File: config.mk
export PLATFORM = sky130hd
export DESIGN_NAME = neopixel_stream_driver
export DESIGN_NICKNAME = d
export VERILOG_FILES = /design/src/rtl/neopixel_pkg.sv /design/src/rtl/neopixel_stream_driver_bit_tx.sv /design/src/rtl/neopixel_stream_driver.sv
export SDC_FILE = /design/constraint.sdc
export NUM_CORES = 1
export LEC_CHECK = 0
export BUFFER_PORTS_ARGS = -buffer_cell sky130_fd_sc_hd__buf_4
export CAP_MARGIN = 5
export CORE_UTILIZATION = 60
export CTS_CLUSTER_DIAMETER = 120
export DETAILED_ROUTE_END_ITERATION = 12
export GPL_ROUTABILITY_DRIVEN = 1
export PLACE_DENSITY = 0.92
export SYNTH_ARGS = -nofsm -noshare
export SYNTH_HDL_FRONTEND = slang
export SYNTH_HIERARCHICAL = 1
export SYNTH_SLANG_ARGS = --single-unit
File: constraint.sdc
create_clock -name clk -period 3.6 [get_ports clk]
set_clock_uncertainty 0.05 [all_clocks]
set_input_delay 0.54 -clock clk [delete_from_list [all_inputs] [get_ports clk]]
set_output_delay 0.54 -clock clk [all_outputs]
set_load 0.03 [all_outputs]
File: src/rtl/neopixel_pkg.sv
// Shared definitions for the WS2812 stream driver: pixel layout, FSM encoding
// and default 50 MHz bit timing.
package neopixel_pkg;

    localparam int BITS_PER_PIXEL = 24;

    // Wire order is G7 first, B0 last, so G occupies the top byte.
    typedef struct packed {
        logic [7:0] g;   // 23:16
        logic [7:0] r;   // 15:8
        logic [7:0] b;   // 7:0
    } grb_t;

    typedef enum logic [1:0] {
        ST_IDLE  = 2'd0,
        ST_PRIME = 2'd1,
        ST_SEND  = 2'd2,
        ST_LATCH = 2'd3
    } np_state_t;

    localparam int DEF_T0H    = 20;
    localparam int DEF_T1H    = 40;
    localparam int DEF_TBIT   = 63;
    localparam int DEF_TLATCH = 4000;

endpackage

File: src/rtl/neopixel_stream_driver_bit_tx.sv
// Serialises one 24-bit GRB word MSB first into WS2812 pulse-width bits.
// word_done marks the last counter cycle of bit 24; dout trails the counters by one clock.
module neopixel_bit_tx
    import neopixel_pkg::*;
#(
    parameter int T0H  = DEF_T0H,
    parameter int T1H  = DEF_T1H,
    parameter int TBIT = DEF_TBIT
) (
    input  logic                      clk,
    input  logic                      rst_n,
    input  logic                      load,
    input  logic [BITS_PER_PIXEL-1:0] word,
    output logic                      dout,
    output logic                      word_done
);

    localparam int TW = $clog2(TBIT);
    localparam int BW = $clog2(BITS_PER_PIXEL);
    localparam logic [TW-1:0] LAST_TIME = TW'(TBIT - 1);
    localparam logic [TW-1:0] HIGH0     = TW'(T0H);
    localparam logic [TW-1:0] HIGH1     = TW'(T1H);
    localparam logic [BW-1:0] LAST_BIT  = BW'(BITS_PER_PIXEL - 1);

    logic [BITS_PER_PIXEL-1:0] shift_reg, shift_next;
    logic [TW-1:0]             time_reg, time_next;
    logic [BW-1:0]             bit_reg, bit_next;
    logic                      active_reg, active_next;
    logic                      dout_reg, dout_next;
    logic                      bit_end;

    always_comb begin
        shift_next  = shift_reg;
        time_next   = time_reg;
        bit_next    = bit_reg;
        active_next = active_reg;
        bit_end     = active_reg && (time_reg == LAST_TIME);
        word_done   = bit_end && (bit_reg == LAST_BIT);

        // A load on the word_done cycle keeps bit periods back to back.
        if (load) begin
            shift_next  = word;
            time_next   = '0;
            bit_next    = '0;
            active_next = 1'b1;
        end else if (word_done) begin
            active_next = 1'b0;
            time_next   = '0;
            bit_next    = '0;
        end else if (bit_end) begin
            shift_next = {shift_reg[BITS_PER_PIXEL-2:0], 1'b0};
            time_next  = '0;
            bit_next   = bit_reg + 1'b1;
        end else if (active_reg) begin
            time_next = time_reg + 1'b1;
        end

        dout_next = active_reg &&
                    (time_reg < (shift_reg[BITS_PER_PIXEL-1] ? HIGH1 : HIGH0));
    end

    always_ff @(posedge clk or negedge rst_n) begin
        if (!rst_n) begin
            shift_reg  <= '0;
            time_reg   <= '0;
            bit_reg    <= '0;
            active_reg <= 1'b0;
            dout_reg   <= 1'b0;
        end else begin
            shift_reg  <= shift_next;
            time_reg   <= time_next;
            bit_reg    <= bit_next;
            active_reg <= active_next;
            dout_reg   <= dout_next;
        end
    end

    assign dout = dout_reg;

endmodule

File: src/rtl/neopixel_stream_driver.sv
// WS2812 frame streamer: fetches pixels from an external source with a
// one-pixel prefetch, serialises them and holds the latch gap.
module neopixel_stream_driver
    import neopixel_pkg::*;
#(
    parameter int NUM_LEDS = 64,
    parameter int IDX_W    = 7,
    parameter int T0H      = DEF_T0H,
    parameter int T1H      = DEF_T1H,
    parameter int TBIT     = DEF_TBIT,
    parameter int TLATCH   = DEF_TLATCH
) (
    input  logic                      clk,
    input  logic                      rst_n,
    input  logic                      start,
    input  logic                      auto_refresh,
    output logic                      pix_req,
    output logic [IDX_W-1:0]          pix_idx,
    input  logic                      pix_valid,
    input  logic [BITS_PER_PIXEL-1:0] pix_grb,
    output logic                      busy,
    output logic                      frame_done,
    output logic                      underrun,
    output logic                      dout
);

    localparam int LW = (TLATCH > 1) ? $clog2(TLATCH) : 1;
    localparam logic [LW-1:0]    LATCH_LAST = LW'(TLATCH - 1);
    localparam logic [IDX_W-1:0] LAST_IDX   = IDX_W'(NUM_LEDS - 1);

    np_state_t                 state_reg, state_next;
    logic [IDX_W-1:0]          pix_idx_reg, pix_idx_next;
    logic [IDX_W-1:0]          cur_idx_reg, cur_idx_next;
    grb_t                      hold_reg, hold_next;
    logic                      hold_full_reg, hold_full_next;
    logic                      req_reg, req_next;
    logic [LW-1:0]             latch_reg, latch_next;
    logic                      complete_reg, complete_next;

    logic                      tx_load;
    logic [BITS_PER_PIXEL-1:0] tx_word;
    logic                      tx_done;
    logic [IDX_W-1:0]          nxt_idx;
    logic                      more_after;

    neopixel_bit_tx #(
        .T0H  (T0H),
        .T1H  (T1H),
        .TBIT (TBIT)
    ) u_bit_tx (
        .clk       (clk),
        .rst_n     (rst_n),
        .load      (tx_load),
        .word      (tx_word),
        .dout      (dout),
        .word_done (tx_done)
    );

    assign nxt_idx    = cur_idx_reg + 1'b1;
    assign more_after = (nxt_idx != LAST_IDX);

    always_comb begin
        state_next     = state_reg;
        pix_idx_next   = pix_idx_reg;
        cur_idx_next   = cur_idx_reg;
        hold_next      = hold_reg;
        hold_full_next = hold_full_reg;
        req_next       = req_reg;
        latch_next     = latch_reg;
        complete_next  = complete_reg;
        pix_req        = 1'b0;
        tx_load        = 1'b0;
        tx_word        = hold_reg;
        frame_done     = 1'b0;
        underrun       = 1'b0;

        case (state_reg)
            ST_IDLE: begin
                if (start || auto_refresh) begin
                    state_next     = ST_PRIME;
                    pix_idx_next   = '0;
                    hold_full_next = 1'b0;
                    req_next       = 1'b0;
                end
            end

            ST_PRIME: begin
                pix_req = 1'b1;
                if (pix_valid) begin
                    tx_load      = 1'b1;
                    tx_word      = pix_grb;
                    cur_idx_next = '0;
                    pix_idx_next = IDX_W'(1);
                    req_next     = (LAST_IDX != '0);
                    state_next   = ST_SEND;
                end
            end

            ST_SEND: begin
                pix_req = req_reg;
                if (req_reg && pix_valid) begin
                    hold_next      = pix_grb;
                    hold_full_next = 1'b1;
                    req_next       = 1'b0;
                end
                if (tx_done) begin
                    if (cur_idx_reg == LAST_IDX) begin
                        state_next    = ST_LATCH;
                        latch_next    = '0;
                        complete_next = 1'b1;
                    // A pixel accepted exactly on the boundary is used directly rather than dropped.
                    end else if (hold_full_reg || (req_reg && pix_valid)) begin
                        tx_load        = 1'b1;
                        tx_word        = hold_full_reg ? hold_reg : pix_grb;
                        hold_full_next = 1'b0;
                        req_next       = more_after;
                        cur_idx_next   = nxt_idx;
                        if (more_after) begin
                            pix_idx_next = pix_idx_reg + 1'b1;
                        end
                    end else begin
                        underrun       = 1'b1;
                        req_next       = 1'b0;
                        hold_full_next = 1'b0;
                        state_next     = ST_LATCH;
                        latch_next     = '0;
                        complete_next  = 1'b0;
                    end
                end
            end

            ST_LATCH: begin
                if (latch_reg == LATCH_LAST) begin
                    frame_done = complete_reg;
                    if (auto_refresh) begin
                        state_next     = ST_PRIME;
                        pix_idx_next   = '0;
                        hold_full_next = 1'b0;
                    end else begin
                        state_next = ST_IDLE;
                    end
                end else begin
                    latch_next = latch_reg + 1'b1;
                end
            end

            default: state_next = ST_IDLE;
        endcase
    end

    always_ff @(posedge clk or negedge rst_n) begin
        if (!rst_n) begin
            state_reg     <= ST_IDLE;
            pix_idx_reg   <= '0;
            cur_idx_reg   <= '0;
            hold_reg      <= '0;
            hold_full_reg <= 1'b0;
            req_reg       <= 1'b0;
            latch_reg     <= '0;
            complete_reg  <= 1'b0;
        end else begin
            state_reg     <= state_next;
            pix_idx_reg   <= pix_idx_next;
            cur_idx_reg   <= cur_idx_next;
            hold_reg      <= hold_next;
            hold_full_reg <= hold_full_next;
            req_reg       <= req_next;
            latch_reg     <= latch_next;
            complete_reg  <= complete_next;
        end
    end

    assign pix_idx = pix_idx_reg;
    assign busy    = (state_reg != ST_IDLE);

endmodule

Yosys cells after proc, flatten, opt, wreduce, memory -nomap -nowiden --
Index checks and enable logic that the tools add are counted.
Word-level totals: output and inout bits 12, word-level logic and storage cells 139, input port bits 29, register bits 92
Cells by class: magnitude comparators 1, eq/ne operators 20, muxes and demuxes 73, reduce and logical (&&, ||, !) cells 25, add/subtract/negate cells 5
Operators with widths (count):
- two-way mux 24 bit | 8
- two-way mux 7 bit | 12
- two-way mux 12 bit | 4
- case mux 24 bit (2 select lines) | 1
- two-way mux 6 bit | 5
- case mux 7 bit (4 select lines) | 1
- two-way mux 1 bit | 26
- case mux 12 bit (2 select lines) | 1
- inequality test 2 bit, second input constant | 11
- two-way mux 5 bit | 3
- adder 7 x 1 -> 7 bit, second input constant | 2
- case mux 7 bit (2 select lines) | 1
- adder 12 x 1 -> 12 bit, second input constant | 1
- equality test 12 bit, second input constant | 1
- two-way mux 2 bit | 6
- AND reduction 5 bit | 2
- nonzero test 2 bit | 5
- nonzero test 3 bit | 3
- case mux 2 bit (4 select lines) | 1
- AND reduction 4 bit | 2
- AND reduction 8 bit | 1
- equality test 7 x 6 -> 1 bit, second input constant | 1
- inequality test 7 x 6 -> 1 bit, second input constant | 1
- adder 6 x 1 -> 6 bit, second input constant | 1
- other kinds (15) | 24

Longest topological paths before layout --
depth after elaboration 8, mapped depth 12, gate-level depth less buffers 10

Cells and area by module --
The synthesis kept the hierarchy.
Modules (own cells, without submodules):
- neopixel_stream_driver | area an instance 3128.0 sq um, cells each 304, instances 1, sequential area each 1376.3 sq um
- neopixel_bit_tx | area an instance 2049.5 sq um, cells each 195, instances 1, sequential area each 925.9 sq um

Worst setup path after synthesis --
No wires, ideal clock.
path type flip-flop to output port, from register u_bit_tx.time_reg[0], to output underrun, arrival 2.129 ns, path slack 0.881 ns, path buffers 0, data required time 3.010 ns, stages on the path, launching flop included 7, cell sequence dfrtp_1 inv_1 ha_1 nand3_1 nor3_1 o21ai_0 nor3_1
Between the ends: word-level cells in the longest chain between the ends 5
RTL lines:
- start: declaration | line neopixel_stream_driver_bit_tx.sv:26 | logic [TW-1:0] time_reg, time_next;
- start signal: assignment | line neopixel_stream_driver_bit_tx.sv:71 | time_reg <= time_next;
- equality test 6 bit | line neopixel_stream_driver_bit_tx.sv:37 | bit_end = active_reg && (time_reg == LAST_TIME);
- logical AND 1 bit | line neopixel_stream_driver_bit_tx.sv:37
- logical AND 1 bit | line neopixel_stream_driver_bit_tx.sv:38 | word_done = bit_end && (bit_reg == LAST_BIT);
- net tx_done | line neopixel_stream_driver.sv:42 | logic tx_done;
- two-way mux 1 bit | line neopixel_stream_driver.sv:106 | if (tx_done) begin
- two-way mux 1 bit | line neopixel_stream_driver.sv:77 | case (state_reg)
- end: declaration | line neopixel_stream_driver.sv:23 | output logic underrun,
The timed path passes the listed nets, and every way through them passes these cells.

Worst setup path in the final report --
from register u_bit_tx.time_reg[0], to register latch_reg[11]
Between the ends: word-level cells in the longest chain between the ends 5
RTL lines:
- equality test 6 bit | line neopixel_stream_driver_bit_tx.sv:37
- logical AND 1 bit | line neopixel_stream_driver_bit_tx.sv:37
- logical AND 1 bit | line neopixel_stream_driver_bit_tx.sv:38
- net tx_done | line neopixel_stream_driver.sv:42
- inequality test 2 bit (no source line)
- AND reduction 4 bit (no source line)
- end signal: assignment | line neopixel_stream_driver.sv:168 | latch_reg <= latch_next;
- end: declaration | line neopixel_stream_driver.sv:37 | logic [LW-1:0] latch_reg, latch_next;
The timed path passes the listed nets, and every way through them passes these cells. A chain may end at the register's enable or synchronous reset.

==> flow_summary_export.csv <==
group,metric,value,unit
sta,finalCritPeriodShare,92.5,%
logic_synthesis,async_reset_ff_share,100,%
clocking,cts_sinks,92,
critical_path,crit_path_start_kind,"flop",
clocking,clock_latency,380,ps
power_and_ir_drop,p_seq_share,39.5,%
critical_path,crit_fanout,22,
global_routing,top_usage_layer,"met2",
run_status,status,"finished clean",
logic_synthesis,yosysSeqAreaShare,44.5,%
sta,maxSlewHeadroom,21.4,%
clocking,cts_hold_buf,0,
placed_design,port_buffers,40,
drt,postRouteAntennaNets,0,
global_routing,grtUsageMet1,39.1,%
logic_synthesis,syn_area,0.00518,mm²
logic_synthesis,yosysUniqueCellTypes,61,
clocking,h-tree-depth,3,
die,num_rows,33,
die,ios,41,
sta,layout_min_cycle_time,3330,ps
global_routing,gr-total-overflow,0,
global_routing,grt_antenna_before_repair,0,
global_routing,grt_use_met2,42.9,%
logic_synthesis,ys_warn_count,6,
drt,drt_iter0_drc,622,
power_and_ir_drop,power.switching,1.71,mW
clocking,cts_resized,0,
clocking,cts_setup_buffers,0,
logic_synthesis,synth_nets,543,
logic_synthesis,avgSynthCellArea,10.4,µm²
power_and_ir_drop,comb_power_share,44.6,%
placed_design,dpl.hpwl,7670,µm
finish,n_antenna_cell,0,
critical_path,reg2reg_depth,9,
drt,routed_wl,11900,µm
finish,multi_input_area,0.00265,mm²
sta,tightestPinTransition,1180,ps
clocking,cts_root_buffer,"clkbuf_8",
clocking,cts.clk_slew.worst_paths,90,ps
placed_design,dp.cells,615,
critical_path,crit_path_end_kind,"flop",
logic_synthesis,ys_seq_elements,92,
sta,maxClockFrequency,0.300,GHz
critical_path,crit_required,3840,ps
drt,dr.pass1.iters,6,
finish,final_nets,565,
die,die-area,0.00900,mm²
critical_path,crit_type,"reg2reg",
die,die_h,94.9,µm
global_routing,grt_pass1_vias,4136,
drt,wl_per_cell,18.8,µm
finish,fillers,577,
power_and_ir_drop,finalPower,4.28,mW
die,core,0.00830,mm²
drt,drc,0,
global_routing,grt_first_pass_wirelength,19600,µm
clocking,cts_buffers,9,
hold_path,hp-class,"in2async",
power_and_ir_drop,p_int,2.56,mW
job,cap_violations,0,
power_and_ir_drop,ir_drop,413,µV
finish,final_core_util,68.6,%
die,start_util,62.4,%
logic_synthesis,ys.flop_type,"dfrtp_1",
sta,tns,0,ps
global_routing,grt_use_met3,4.19,%
global_routing,grt_use_total,27.8,%
critical_path,worstPathArrival,3570,ps
global_routing,grt_max_degree,49,
logic_synthesis,synthCells,499,
finish,layout-drive-gt1-share,19.6,%
sta,finalWorstSetupSlack,271,ps
finish,design_area,0.00569,mm²
placed_design,dpl_cell_area,0.00550,mm²
finish,regArea,0.00230,mm²
power_and_ir_drop,p_leak,2.41,nW
sta,setup_viol,0,
power_and_ir_drop,p_sw_share,40.1,%
sta,hold_viol,0,
die,dieWidth,94.9,µm
power_and_ir_drop,power_frac_clock,15.9,%
placed_design,place_worst_setup_slack,382,ps
finish,area_delta_synth_final,9.91,%
sta,timing.hold.ws,127,ps
placed_design,gp_congestion,0.850,
drt,drt-vias-per-instance,7.01,
clocking,cts_tree,"yes",
sta,slew_violations,0,
finish,stdcell_count,631,
logic_synthesis,synth_edf_count,0,
clocking,max-clock-path-buffers,2,
power_and_ir_drop,power-per-cell-area,751,mW/mm²
sta,rsz0062_at_grt,"no",
drt,vias,4423,
==> layout by cell type (no fill, tap or decap), drive strengths merged, types with 11 or more instances in the layout <==
master	instances
o41ai	13
nand3	19
o31ai	27
a21oi	17
a2bb2oi	23
ha	15
nor2	11
buf	49
a41oi	23
a22o	24
inv	18
nand2	30
dfrtp	92
mux2	26
o21ai	28
==> Yosys cell counts (all sizes together), types with 7 or more instances <==
library cell  number  share of area, %
dfrtp             92                44
nand2             30               2.2
o21ai             28               2.7
o31ai             27               3.9
clkbuf            26               2.1
mux2              26               5.7
a22o              24               4.1
a2bb2oi           23               3.9
a41oi             23               3.9
nand3             19               1.9
a21oi             17               1.7
ha                15               3.6
inv               13              0.94
o41ai             13               2.2
buf               12               1.3
nor2              11              0.80
nor3              10              0.97
or3               10               1.2
and3               7              0.85
==> path summary, 6_finish.rpt <==
| path | slack, ps | endpoint | startpoint |
|---|---|---|---|
| min in group clk | 350 | hold_reg[0] | pix_grb[0] |
| min reg2reg | 450 | pix_idx[6] | pix_idx[6] |
| min | 130 | latch_reg[1] | rst_n |
| max | 270 | latch_reg[11] | u_bit_tx/time_reg[0] |
| max in group asynchronous | 2600 | cur_idx_reg[2] | rst_n |
| max reg2reg | 270 | latch_reg[11] | u_bit_tx/time_reg[0] |
==> metal layers <==
metal | routed length [µm] | vias to the layer above | share of wire, %
met5 | 0 | - | 0
met4 | 227 | 0 | 1.9
met3 | 693 | 28 | 5.8
met2 | 5740 | 191 | 48
met1 | 5230 | 2196 | 44
li1 | - | 2008 | -
==> cell families (layout without fill, tap and decap cells) <==
logic type / after synthesis / count (layout) / synth area share [%]
AOI/OAI and AO/OA: 187 / 187 / 27.9
xor gates and xnor gates: 8 / 8 / 1.35
adders and majority gates: 15 / 15 / 3.62
buffers and inverters: 52 / 79 / 4.37
DFF: 92 / 92 / 44.5
muxes: 27 / 27 / 5.85
and+or+nand+nor: 118 / 118 / 12.5
==> final cells by class <==
| type | instances | share of cell area (%) |
|---|---|---|
| multi-input combinational | 355 | 46.5 |
| clock buffer | 9 | 2.18 |
| clock inverter | 7 | 1.12 |
| timing repair buffer | 49 | 6.46 |
| tap | 105 | 2.31 |
| sequential | 92 | 40.5 |
| inverter | 14 | 0.923 |
==> power by group through the flow <==
stage,combinational [mW],sequential (mW),clock [mW]
floorplan,1.48,1.64,0
global placement,1.81,1.66,0
detailed placement,1.87,1.70,0
CTS,1.88,1.68,0.690
global route,2.07,1.73,0.723
finish,1.91,1.69,0.678
==> worst max-delay path, cell delays in order, from the launching register on <==
cell      delay, ps
dfrtp_1         440
inv_1            90
ha_1            180
nand3_1         100
nor3_1          520
nand2_1         260
a21boi_0        220
a211o_1         490
or4b_2          710
a21oi_1         190
(Power assumes the default switching activity.)
